<file path="config.mk">
export PLATFORM = sky130hd
export DESIGN_NAME = mips_mem_arbiter
export DESIGN_NICKNAME = d
export VERILOG_FILES = /design/src/rtl/mips_mem_arbiter.sv
export SDC_FILE = /design/constraint.sdc
export NUM_CORES = 1
export LEC_CHECK = 0
export ABC_AREA = 1
export BUFFER_PORTS_ARGS = -buffer_cell sky130_fd_sc_hd__buf_2
export CORE_ASPECT_RATIO = 1.1
export CORE_MARGIN = 3
export CORE_UTILIZATION = 30
export CTS_BUF_LIST = sky130_fd_sc_hd__clkbuf_4
export DETAILED_ROUTE_END_ITERATION = 7
export PLACE_DENSITY = 0.67
export SETUP_SLACK_MARGIN = 0.1
export SYNTH_ARGS = -nofsm -noshare
export SYNTH_HDL_FRONTEND = slang
export SYNTH_SLANG_ARGS = --single-unit
</file>
<file path="constraint.sdc">
create_clock -name clk1 -period 1.3 [get_ports clk1]
set_clock_uncertainty 0.05 [all_clocks]
set_input_delay 0.195 -clock clk1 [delete_from_list [all_inputs] [get_ports clk1]]
set_output_delay 0.195 -clock clk1 [all_outputs]
set_load 0.01 [all_outputs]
</file>
<file path="src/rtl/mips_mem_arbiter.sv">
// Arbitrates one single-ported memory between the IF fetch port and the MEM load/store port.
// Data wins by default; a run counter hands the memory to fetch after MAX_DM_RUN data grants.
module mips_mem_arbiter #(
  parameter int ADDR_W     = 10,
  parameter int DATA_W     = 32,
  parameter int MEM_LAT    = 1,
  parameter int MAX_DM_RUN = 4
) (
  input  logic              clk1,
  input  logic              rst,
  input  logic              if_req,
  input  logic [ADDR_W-1:0] if_addr,
  output logic              if_gnt,
  output logic              if_rvalid,
  output logic [DATA_W-1:0] if_rdata,
  input  logic              dm_req,
  input  logic              dm_we,
  input  logic [ADDR_W-1:0] dm_addr,
  input  logic [DATA_W-1:0] dm_wdata,
  output logic              dm_gnt,
  output logic              dm_rvalid,
  output logic [DATA_W-1:0] dm_rdata,
  output logic              mem_en,
  output logic              mem_we,
  output logic [ADDR_W-1:0] mem_addr,
  output logic [DATA_W-1:0] mem_wdata,
  input  logic [DATA_W-1:0] mem_rdata,
  output logic              busy
);

  localparam int CNT_W = (MEM_LAT < 1) ? 1 : $clog2(MEM_LAT + 1);
  localparam int RUN_W = (MAX_DM_RUN < 1) ? 1 : $clog2(MAX_DM_RUN + 1);

  localparam logic [1:0] S_IDLE  = 2'd0;
  localparam logic [1:0] S_ISSUE = 2'd1;
  localparam logic [1:0] S_WAIT  = 2'd2;

  logic [1:0]        state_q, state_d;
  logic              owner_dm_q, owner_dm_d;
  logic              we_q, we_d;
  logic [CNT_W-1:0]  cnt_q, cnt_d;
  logic [RUN_W-1:0]  run_q, run_d;
  logic              if_gnt_q, if_gnt_d;
  logic              dm_gnt_q, dm_gnt_d;
  logic              if_rvalid_q, if_rvalid_d;
  logic              dm_rvalid_q, dm_rvalid_d;
  logic [DATA_W-1:0] if_rdata_q, if_rdata_d;
  logic [DATA_W-1:0] dm_rdata_q, dm_rdata_d;
  logic              mem_en_q, mem_en_d;
  logic              mem_we_q, mem_we_d;
  logic [ADDR_W-1:0] mem_addr_q, mem_addr_d;
  logic [DATA_W-1:0] mem_wdata_q, mem_wdata_d;
  logic              busy_q, busy_d;
  logic              pick_dm;

  always_comb begin
    state_d     = state_q;
    owner_dm_d  = owner_dm_q;
    we_d        = we_q;
    cnt_d       = cnt_q;
    run_d       = run_q;
    if_gnt_d    = 1'b0;
    dm_gnt_d    = 1'b0;
    if_rvalid_d = 1'b0;
    dm_rvalid_d = 1'b0;
    if_rdata_d  = if_rdata_q;
    dm_rdata_d  = dm_rdata_q;
    mem_en_d    = 1'b0;
    mem_we_d    = 1'b0;
    mem_addr_d  = mem_addr_q;
    mem_wdata_d = mem_wdata_q;
    busy_d      = busy_q;
    pick_dm     = dm_req && !(if_req && (run_q == RUN_W'(MAX_DM_RUN)));

    case (state_q)
      S_IDLE: begin
        // The completion cycle (rvalid high) does not arbitrate, giving a MEM_LAT+3 period.
        if (!(if_rvalid_q || dm_rvalid_q) && (if_req || dm_req)) begin
          state_d  = S_ISSUE;
          busy_d   = 1'b1;
          mem_en_d = 1'b1;
          if (pick_dm) begin
            owner_dm_d  = 1'b1;
            we_d        = dm_we;
            mem_we_d    = dm_we;
            mem_addr_d  = dm_addr;
            mem_wdata_d = dm_wdata;
            dm_gnt_d    = 1'b1;
            if (run_q != RUN_W'(MAX_DM_RUN)) run_d = run_q + RUN_W'(1);
          end else begin
            owner_dm_d = 1'b0;
            we_d       = 1'b0;
            mem_addr_d = if_addr;
            if_gnt_d   = 1'b1;
            run_d      = '0;
          end
        end
      end
      S_ISSUE: begin
        state_d = S_WAIT;
        cnt_d   = CNT_W'(MEM_LAT);
        busy_d  = 1'b1;
      end
      S_WAIT: begin
        if (cnt_q == CNT_W'(1)) begin
          state_d = S_IDLE;
          busy_d  = 1'b0;
          if (owner_dm_q) begin
            dm_rvalid_d = 1'b1;
            if (!we_q) dm_rdata_d = mem_rdata;
          end else begin
            if_rvalid_d = 1'b1;
            if_rdata_d  = mem_rdata;
          end
        end else begin
          cnt_d = cnt_q - CNT_W'(1);
        end
      end
      default: begin
        state_d = S_IDLE;
        busy_d  = 1'b0;
      end
    endcase
  end

  always_ff @(posedge clk1) begin
    if (rst) begin
      state_q     <= S_IDLE;
      owner_dm_q  <= 1'b0;
      we_q        <= 1'b0;
      cnt_q       <= '0;
      run_q       <= '0;
      if_gnt_q    <= 1'b0;
      dm_gnt_q    <= 1'b0;
      if_rvalid_q <= 1'b0;
      dm_rvalid_q <= 1'b0;
      if_rdata_q  <= '0;
      dm_rdata_q  <= '0;
      mem_en_q    <= 1'b0;
      mem_we_q    <= 1'b0;
      mem_addr_q  <= '0;
      mem_wdata_q <= '0;
      busy_q      <= 1'b0;
    end else begin
      state_q     <= state_d;
      owner_dm_q  <= owner_dm_d;
      we_q        <= we_d;
      cnt_q       <= cnt_d;
      run_q       <= run_d;
      if_gnt_q    <= if_gnt_d;
      dm_gnt_q    <= dm_gnt_d;
      if_rvalid_q <= if_rvalid_d;
      dm_rvalid_q <= dm_rvalid_d;
      if_rdata_q  <= if_rdata_d;
      dm_rdata_q  <= dm_rdata_d;
      mem_en_q    <= mem_en_d;
      mem_we_q    <= mem_we_d;
      mem_addr_q  <= mem_addr_d;
      mem_wdata_q <= mem_wdata_d;
      busy_q      <= busy_d;
    end
  end

  assign if_gnt    = if_gnt_q;
  assign dm_gnt    = dm_gnt_q;
  assign if_rvalid = if_rvalid_q;
  assign dm_rvalid = dm_rvalid_q;
  assign if_rdata  = if_rdata_q;
  assign dm_rdata  = dm_rdata_q;
  assign mem_en    = mem_en_q;
  assign mem_we    = mem_we_q;
  assign mem_addr  = mem_addr_q;
  assign mem_wdata = mem_wdata_q;
  assign busy      = busy_q;

endmodule

</file>
==> out/results.txt, run 1 <==
status: complete, but fails checks
failing checks: setup timing
syn nets: 655
DIE AREA: 16400 µm²
# rows: 46
FF-to-FF End: mem_wdata[10]
via count: 5348
max-slew violation count: 0
fin crit period: 1470 ps
Post-Syn Area: 4470 µm²
GRT Total Usage: 22.0%
Peak VDD IR: 513 µV
area post-placement: 5940 µm²
root buffer cell: clkbuf_4
clock buffer depth: 2
P_leak: 0.00411 µW
sequential area share after synthesis: 54.2%
Hold Vio Cnt, Final: 0
CTS Buf Count: 17
core area: 14500 µm²
worst setup path end: mem_wdata[10]
RSZ-0062 raised after global routing: true
GRT Residual Overflow: 0
Rel. slew slack: 78.8%
number of synthesized flops with an enable pin: 0
Hold Path Origin: dm_req
Ys Warns: 0
Power Dens Cells: 1030 nW/µm²
overall power: 9270 µW
Worst Setup End Kind: flip-flop
num ports: 202
top_reg_cell synth: dfxtp_1
period utilization: 113%
number of max-cap violations: 0
syn avg cell area: 7.97 µm²
# DRC: 0
Clock Latency Late Sink: 530 ps
global placer's final weighted congestion: 0.778
final wirelength: 19100 µm
number of synthesized register bits: 121
Clock H-tree levels: 4
Die Wd: 122 µm
CP arrival: 1890 ps
measured slew at the worst slew-check pin: 319 ps
Worst Path Max Fanout: 8
Finished Cell Area: 9000 µm²
Worst Setup Slack, final: -166 ps
r2r worst-path depth: 8
CP Data Required Time: 1720 ps
share of layout cells above drive strength 1: 59.3%
vias in the first global route: 5521
FF-to-FF setup slack: -170 ps
Worst-path clk slew: 120 ps
nets: 1020
kind of critical path: flip-flop to flip-flop
pin count of the biggest net entering global routing: 60
starting DRC count in detailed routing: 304
P&R area growth vs syn: 101%
Synth cell types: 25
ys async rst share: 0%
vias per cell: 4.72
Clock Sinks: 121
first-pass GRT wire length: 28100 µm
die height: 134 µm
hold crit path type: primary input to flip-flop
cell count after synthesis: 561
FF-to-FF Start: state_q[1]
Final ANT Viol Nets: 0
CTS tree: done
CP startpoint kind: flip-flop
Buffers on Ports: 201
Starting Density: 30.8%
WL/cell: 16.9 µm
Fmax: 0.682 GHz
Final setup viols: 115
antenna violations before repair: 1
DP Wirelength: 9160 µm
CP startpoint: state_q[1]
DR pass1 iterations: 4
-- critical path, cell delays in order (launching register included) --
cell	delay (ps)
dfxtp_4	380
inv_4	60
ha_4	140
nand3_4	130
nor2_8	180
buf_12	160
buf_8	140
o21ai_1	80
nor2_1	100
-- placed cells by master (no fill, tap or decap), types with 4 or more instances in the layout --
master / Yosys / layout
nor2_1: 189 / 165
buf_6: 9 / 120
dfxtp_2: 0 / 111
buf_2: 9 / 91
dlygate4sd3_1: 0 / 87
buf_4: 1 / 59
o21ai_0: 97 / 37
o21ai_1: 11 / 35
o21ai_2: 0 / 33
nor2_2: 14 / 24
nand2_1: 29 / 23
clkbuf_4: 0 / 19
nor2_4: 0 / 14
a21oi_1: 25 / 13
buf_12: 0 / 13
a21oi_2: 0 / 10
inv_1: 15 / 7
dfxtp_1: 121 / 7
inv_2: 3 / 6
nand2_2: 2 / 5
inv_6: 0 / 4
ha_4: 0 / 4
clkinv_2: 0 / 4
buf_8: 0 / 4
-- cell usage after synthesis, types with 2 or more instances --
master / number / area (µm²)
a21oi_1: 25 / 125
clkbuf_1: 15 / 56.3
dfxtp_1: 121 / 2420
o21ai_1: 11 / 55.1
nand2_2: 2 / 12.5
nor2_2: 14 / 87.6
nor2_1: 189 / 709
inv_2: 3 / 11.3
ha_1: 5 / 62.6
nand3_1: 5 / 25.0
o21ai_0: 97 / 485
buf_2: 9 / 45.0
nor3_1: 3 / 15.0
buf_6: 9 / 101
inv_1: 15 / 56.3
nand2_1: 29 / 109
-- cell families after synthesis --
family	Yosys count	synth area share (%)
and+or+nand+nor	247	22.9
adders and majority gates	5	1.40
DFF	121	54.2
AOI/OAI and AO/OA	134	15.1
buffers and inverters	54	6.44
-- power breakdown --
part	total [µW]	switching, µW	internal (µW)
clock network	2490	1520	968
logic	2560	1180	1370
registers	4220	204	4020
total	9270	2910	6360
-- repair_timing --
action                                 4_1_cts  5_1_grt
endpoints found under the hold margin      118        0
hold buffers                                87        0
buffers inserted                            32       24
setup endpoints to repair                  230      232
cloned                                       6        2
gates resized for setup                    341       83
pin swaps                                   22       42
-- state kept, by name (all words and copies together) (netlist names) --
signal and count:
dm_rdata 32, if_rdata 32, mem_wdata 32, mem_addr 10
run_q 3, state_q 2, busy 1, cnt_q 1
dm_gnt 1, dm_rvalid 1, if_gnt 1, if_rvalid 1
mem_en 1, mem_we 1, owner_dm_q 1, we_q 1
-- final cells by class --
type / instances / area (µm²)
Timing Repair Buffer: 379 / 3570
Multi-Input combinational cell: 386 / 2230
Inverter: 19 / 115
Clock inverter: 13 / 106
Antenna cell: 1 / 2.50
Fill cell: 1101 / 5500
Clock buffer: 19 / 143
Tap cell: 192 / 240
Timing Repair inverter: 2 / 17.5
Sequential cell: 121 / 2570
-- worst min path at each step --
stage / to / cells past startpoint
finish: busy / 7
global route: run_q[2] / 7
CTS: run_q[2] / 7
detailed placement: mem_wdata[31] / 3
global placement: dm_rdata[0] / 3
floorplan: dm_rdata[0] / 2
-- metal layers --
metal  vias up  global-route usage (%)  wire length (µm)
met5         -                       0                 0
li1       2548                       -                 -
met3        50                    7.38              1160
met2       217                    38.3             10100
met1      2533                    24.1              7190
met4         0                    9.89               642
-- metrics by stage --
| stage | hold slack [ps] | setup WS [ps] | utilization [%] | cells | setup TNS [ps] |
|---|---|---|---|---|---|
| 2_1_floorplan | 261 | -57.5 | - | 561 | -2800 |
| 3_3_place_gp | 365 | -128 | 40.9 | 952 | -9830 |
| 3_5_place_dp | 373 | -169 | 40.9 | 952 | -12080 |
| 4_1_cts | 30.9 | -113 | 58.8 | 1108 | -8140 |
| 5_1_grt | 103 | -248 | 62.1 | 1132 | -22500 |
| 6_report | 137 | -166 | 62.1 | 1132 | -11370 |
Power figures use the tool's default switching activity.
==> inputs of run 2 (changes only) <==
- PLACE_DENSITY: 0.67 -> 0.65
- clock period: 1.3 -> 1.45 ns (I/O delays scaled with it)
==> out/results.txt, run 2 (synthesis results as in run 1) <==
status: complete, but fails checks
failing checks: setup timing
GRT Residual Overflow: 0 (unchanged)
fillcell total: 1282 (+16%)
Worst-path clk slew: 100 ps (-20 ps)
Power Dens Cells: 963 nW/µm² (-6.5%)
Peak VDD IR: 518 µV (+0.91%)
via count: 5066 (-5.3%)
Worst Setup Slack, final: -38.4 ps (+128 ps)
Starting Density: 30.8% (unchanged)
Worst Path Max Fanout: 6 (-2)
Final ANT Viol Nets: 0 (unchanged)
CTS tree: done
fin crit period: 1490 ps (+22.4 ps)
Worst Setup End Kind: flip-flop
Final setup viols: 25 (-78%)
Clock H-tree levels: 4 (unchanged)
most frequent cells in the layout: buf_2 (185), nor2_1 (115), dlygate4sd3_1 (86), dfxtp_2 (71), o21ai_0 (68)
WL/cell: 15.4 µm (-9.0%)
DP Wirelength: 9160 µm (about the same)
Rel. slew slack: 77.2% (-1.6 points)
FF-to-FF setup slack: -40 ps (+130 ps)
CTS Buf Count: 17 (unchanged)
num ports: 202 (unchanged)
measured slew at the worst slew-check pin: 342 ps (+23.1 ps)
share of layout cells above drive strength 1: 54.1% (-5.3 points)
P&R area growth vs syn: 82.7%
DIE AREA: 16400 µm² (unchanged)
Buffers on Ports: 201 (unchanged)
clock buffer depth: 2 (unchanged)
final wirelength: 16800 µm (-12%)
GRT Total Usage: 18.4% (-3.6 points)
period utilization: 103% (-10 points)
# rows: 46 (unchanged)
Fmax: 0.672 GHz (-1.5%)
# DRC: 0 (unchanged)
CP arrival: 1890 ps (about the same)
nets: 980 (-3.9%)
number of max-cap violations: 0 (unchanged)
hold crit path type: primary input to flip-flop
pin count of the biggest net entering global routing: 37 (-38%)
DR pass1 iterations: 4 (unchanged)
first-pass GRT wire length: 23800 µm (-15%)
antenna violations before repair: 0 (-1)
die height: 134 µm (unchanged)
CP Data Required Time: 1850 ps (+130 ps)
Clock Sinks: 121 (unchanged)
P_leak: 0.00380 µW (-7.7%)
starting DRC count in detailed routing: 248 (-18%)
Hold Vio Cnt, Final: 0 (unchanged)
max-slew violation count: 0 (unchanged)
root buffer cell: clkbuf_4
Die Wd: 122 µm (unchanged)
core area: 14500 µm² (unchanged)
global placer's final weighted congestion: 0.754 (-3.1%)
RSZ-0062 raised after global routing: true
overall power: 7870 µW (-15%)
Finished Cell Area: 8170 µm² (-9.2%)
commonest non-fill, non-tap cell in the layout: buf_2
CP startpoint kind: flip-flop
vias per cell: 4.64 (-1.7%)
kind of critical path: flip-flop to flip-flop
Clock Latency Late Sink: 520 ps (about the same)
vias in the first global route: 4956 (-10%)
area post-placement: 5780 µm² (-2.7%)
antenna cell count: 0 (-1)
## run 2: through the flow
stage / std cells / setup TNS (ps) / utilization, % / hold slack (ps) / worst slack, ps
final: 1091 / -308 / 56.3 / 54.1 / -38.4
after global routing: 1091 / -4680 / 56.3 / 28.2 / -114
after CTS: 1073 / 0 / 49.9 / -16.9 / 3.22
after detailed placement: 945 / -2240 / 39.8 / 395 / -88.5
after global placement: 945 / -1620 / 39.8 / 390 / -77.9
after floorplan: 561 / 0 / - / 296 / 69.1
## run 2: repair_timing
| item | in CTS | in global routing |
|---|---|---|
| pin swaps | 11 | 22 |
| endpoints found under the hold margin | 118 | 0 |
| cloned | 4 | 9 |
| resized for setup | 72 | 235 |
| hold buffers | 86 | 0 |
| setup buffers | 6 | 9 |
| endpoints found under the setup margin | 117 | 185 |
## run 2: cell type report
class / instances / area [µm²] / share of cell area [%]
Sequential cell: 121 / 2510 / 30.8
Clock inverter: 11 / 105 / 1.29
Clock buffer: 21 / 158 / 1.93
Timing Repair Buffer: 339 / 2700 / 33.1
Inverter: 19 / 100 / 1.23
Tap cell: 192 / 240 / 2.94
Timing Repair inverter: 2 / 16.3 / 0.199
Multi-Input combinational cell: 386 / 2330 / 28.6
## run 2: final timing paths
check	cells past startpoint	end	start
worst max register to register	8	mem_wdata[30]	state_q[1]
worst min register to register	2	mem_wdata[5]	mem_wdata[5]
worst max-delay path	8	mem_wdata[30]	state_q[1]
worst min-delay path	4	mem_addr[9]	dm_req
## run 2: metal layers
layer	track usage [%]	vias to the layer above	wire, µm
li1	-	2459	-
met1	20.4	2345	6480
met2	31.0	202	8390
met3	6.28	60	1080
met4	9.65	0	805
met5	0	-	0
## run 2: power breakdown
| part | switching (µW) | internal, µW |
|---|---|---|
| logic | 938 | 903 |
| registers | 139 | 3590 |
| clock network | 1230 | 1070 |
## run 2: worst max-delay path, stage by stage (launching register included)
cell and delay (ps):
dfxtp_4 370, inv_2 50, ha_2 200, nand3_4 110, nor2_8 180, buf_12 150, clkbuf_16 150, o21ai_2 50
nor2_1 110
==> inputs of run 3 (changes only) <==
- ABC_AREA: 1 -> not set
==> out/results.txt, run 3 <==
status: complete, but fails checks
failing checks: setup timing
P_int: 6000 µW (+7.9%)
Clock Latency Late Sink: 520 ps (about the same)
most frequent cells in the layout: nand2_1 (178), buf_2 (145), dfxtp_2 (86), dlygate4sd3_1 (85), a21oi_1 (72)
fin crit period: 1650 ps (+160 ps)
Clock Sinks: 121 (unchanged)
max-slew violation count: 0 (unchanged)
GRT Total Usage: 17.7% (-0.73 points)
Worst Path Max Fanout: 14 (+8)
measured slew at the worst slew-check pin: 412 ps (+70.4 ps)
GRT Residual Overflow: 0 (unchanged)
syn avg cell area: 8.08 µm² (+1.4%)
Post-Syn Area: 4410 µm² (-1.3%)
top-count cell post-synth: nand2_1
starting DRC count in detailed routing: 299 (+21%)
Ys Warns: 0 (unchanged)
clock buffer depth: 2 (unchanged)
Buffers on Ports: 201 (unchanged)
DP Wirelength: 8460 µm (-7.7%)
global placer's final weighted congestion: 0.800 (+6.1%)
# rows: 45 (-2.2%)
fillcell total: 1141 (-11%)
kind of critical path: flip-flop to flip-flop
share of layout cells above drive strength 1: 55.1% (+1.0 points)
Worst-path clk slew: 110 ps (about the same)
P&R area growth vs syn: 86.3%
sequential area share after synthesis: 54.9% (+0.71 points)
top_reg_cell synth: dfxtp_1
# DRC: 0 (unchanged)
ys async rst share: 0% (unchanged)
top area cells in the synthesized netlist: dfxtp_1 (55%), nand2_1 (18%), a21oi_1 (12%)
period utilization: 114% (+11 points)
RSZ-0062 raised after global routing: true
Hold Path Depth: 4 (unchanged)
CTS tree: done
DIE AREA: 16200 µm² (-1.2%)
final wirelength: 16800 µm (+0.42%)
antenna violations before repair: 0 (unchanged)
antenna cell count: 0 (unchanged)
power share of the combinational group: 27.2% (+3.8 points)
Worst Setup End Kind: flip-flop
CP startpoint kind: flip-flop
P_leak: 0.00346 µW (-8.9%)
Clock H-tree levels: 4 (unchanged)
Die Wd: 122 µm (-0.61%)
Fmax: 0.607 GHz (-9.7%)
FF-to-FF setup slack: -200 ps (-160 ps)
Rel. slew slack: 72.4% (-4.8 points)
Final ANT Viol Nets: 0 (unchanged)
Compound-Gate Fraction of Synth Area: 16.1% (+1.1 points)
root buffer cell: clkbuf_4
Synth cell types: 31 (+24%)
fin cells: 1070 (-1.9%)
register share of total power: 43.2% (-4.1 points)
FF-to-FF End: mem_wdata[20]
commonest non-fill, non-tap cell in the layout: nand2_1
via count: 5068 (+0.039%)
Final setup viols: 76 (+200%)
hold crit path type: primary input to flip-flop
Synth Area in XOR/XNOR: 0% (unchanged)
vias in the first global route: 4724 (-4.7%)
first-pass GRT wire length: 22800 µm (-3.8%)
die height: 133 µm (-0.62%)
number of synthesized register bits: 121 (unchanged)
setup TNS: -9290 ps (-8980 ps)
nets: 963 (-1.7%)
Synth top area share: 54.9% (+0.71 points)
Clock power frac: 29.6% (+0.3 points)
FF-to-FF Start: state_q[0]
Starting Density: 31.4% (+0.53 points)
syn nets: 640 (-2.3%)
cell count after synthesis: 546 (-2.7%)
post-synth top area cell: dfxtp_1
num ports: 202 (unchanged)
Psw: 2670 µW (+16%)
mux contribution to synthesized area: 0.227% (+0.23 points)
r2r worst-path depth: 7 (-1)
Hold Path Origin: rst
pin count of the biggest net entering global routing: 56 (+51%)
Sw Ratio: 30.8% (+1.5 points)
Peak VDD IR: 650 µV (+26%)
Worst Setup Slack, final: -199 ps (-160 ps)
area share of fa/ha/maj cells after synthesis: 1.42% (+0.018 points)
CP arrival: 2060 ps (+170 ps)
number of max-cap violations: 0 (unchanged)
Hold Vio Cnt, Final: 0 (unchanged)
CTS Buf Count: 17 (unchanged)
core area: 14100 µm² (-3.0%)
final core utilization: 58.4% (+2.1 points)
top cells by count, synth: nand2_1 (208), dfxtp_1 (121), a21oi_1 (107)
WL/cell: 15.7 µm (+2.4%)
DR pass1 iterations: 4 (unchanged)
number of synthesized flops with an enable pin: 0 (unchanged)
vias per cell: 4.74 (+2.0%)
Synth Area in Simple Gates: 22.0% (-0.89 points)
largest family of logic cells by synthesized area: simple AND/OR/NAND/NOR gates
Power Dens Cells: 1050 nW/µm² (+9.5%)
Hold Path End: state_q[1]
CP Data Required Time: 1860 ps (about the same)
placed insts: 925 (-2.1%)
==> run 3: changes by cell type after synthesis, sizes merged, moves of 5 or more <==
| cell | before | now |
|---|---|---|
| nor2 | 204 | 22 |
| a21oi | 25 | 112 |
| a211oi | 0 | 10 |
| o21ai | 108 | 3 |
| clkbuf | 15 | 23 |
| inv | 19 | 5 |
| nand2 | 31 | 208 |
| buf | 20 | 15 |
==> run 3: layout make-up <==
cell class,count,area [µm²],area share (%)
tap,188,235,2.86
sequential,121,2530,30.8
multi-input combinational,383,2220,27.0
inverter,5,21.3,0.259
clock inverter,15,176,2.15
clock buffer,17,128,1.55
timing repair buffer,341,2910,35.4
==> run 3: cell families (layout without fill, tap and decap cells) <==
group,Yosys count,in the layout
AOI/OAI and AO/OA,130,131
DFF,121,121
adders and majority gates,5,5
muxes,1,1
and+or+nand+nor,246,246
buffers and inverters,43,378
==> run 3: worst max path at each step <==
stage	startpoint	end	slack (ps)	cells past startpoint
global route	state_q[1]	dm_rdata[5]	-260	8
floorplan	state_q[1]	mem_wdata[3]	-60	8
global placement	state_q[1]	mem_wdata[31]	-80	7
CTS	state_q[1]	mem_addr[4]	-110	8
detailed placement	state_q[1]	mem_wdata[1]	-120	7
finish	state_q[0]	mem_wdata[20]	-200	7
==> run 3: critical path, cell delays in order (launching register included) <==
cell	delay, ps
dfxtp_2	350
inv_4	70
ha_4	130
nor3b_4	240
and3_4	320
buf_12	160
nand2_1	100
a21oi_2	160
==> run 3: layer usage <==
layer	GRT usage (%)	routed length, µm	vias to the layer above
li1	-	-	2434
met1	20.4	6420	2398
met2	30.0	8770	197
met3	5.65	1170	39
met4	7.53	467	0
met5	0	0	-
==> run 3: power by group through the flow <==
stage	clock network (µW)	registers (µW)	logic, µW
6_report	2570	3740	2360
3_3_place_gp	0	3730	1420
2_1_floorplan	0	3830	765
3_5_place_dp	0	3740	1430
4_1_cts	2640	3680	1860
5_1_grt	2790	3770	2530
==> run 3: stage by stage <==
stage                     worst slack [ps]  instance area (µm²)  total power [µW]  hold slack, ps
after floorplan                      -63.3                 4550              4590             294
after global placement               -78.0                 5860              5150             389
after detailed placement              -118                 5860              5170             391
after CTS                             -107                 7240              8180            19.8
after global routing                  -263                 8220              9090            29.8
final                                 -199                 8220              8670            77.9
==> run 3: repair_timing <==
action,in CTS,in global routing
hold buffers,85,0
gates cloned,3,7
resized for setup,44,219
endpoints found under the setup margin,132,222
hold endpoints to repair,108,0
pin swaps,5,29
buffers inserted,2,17
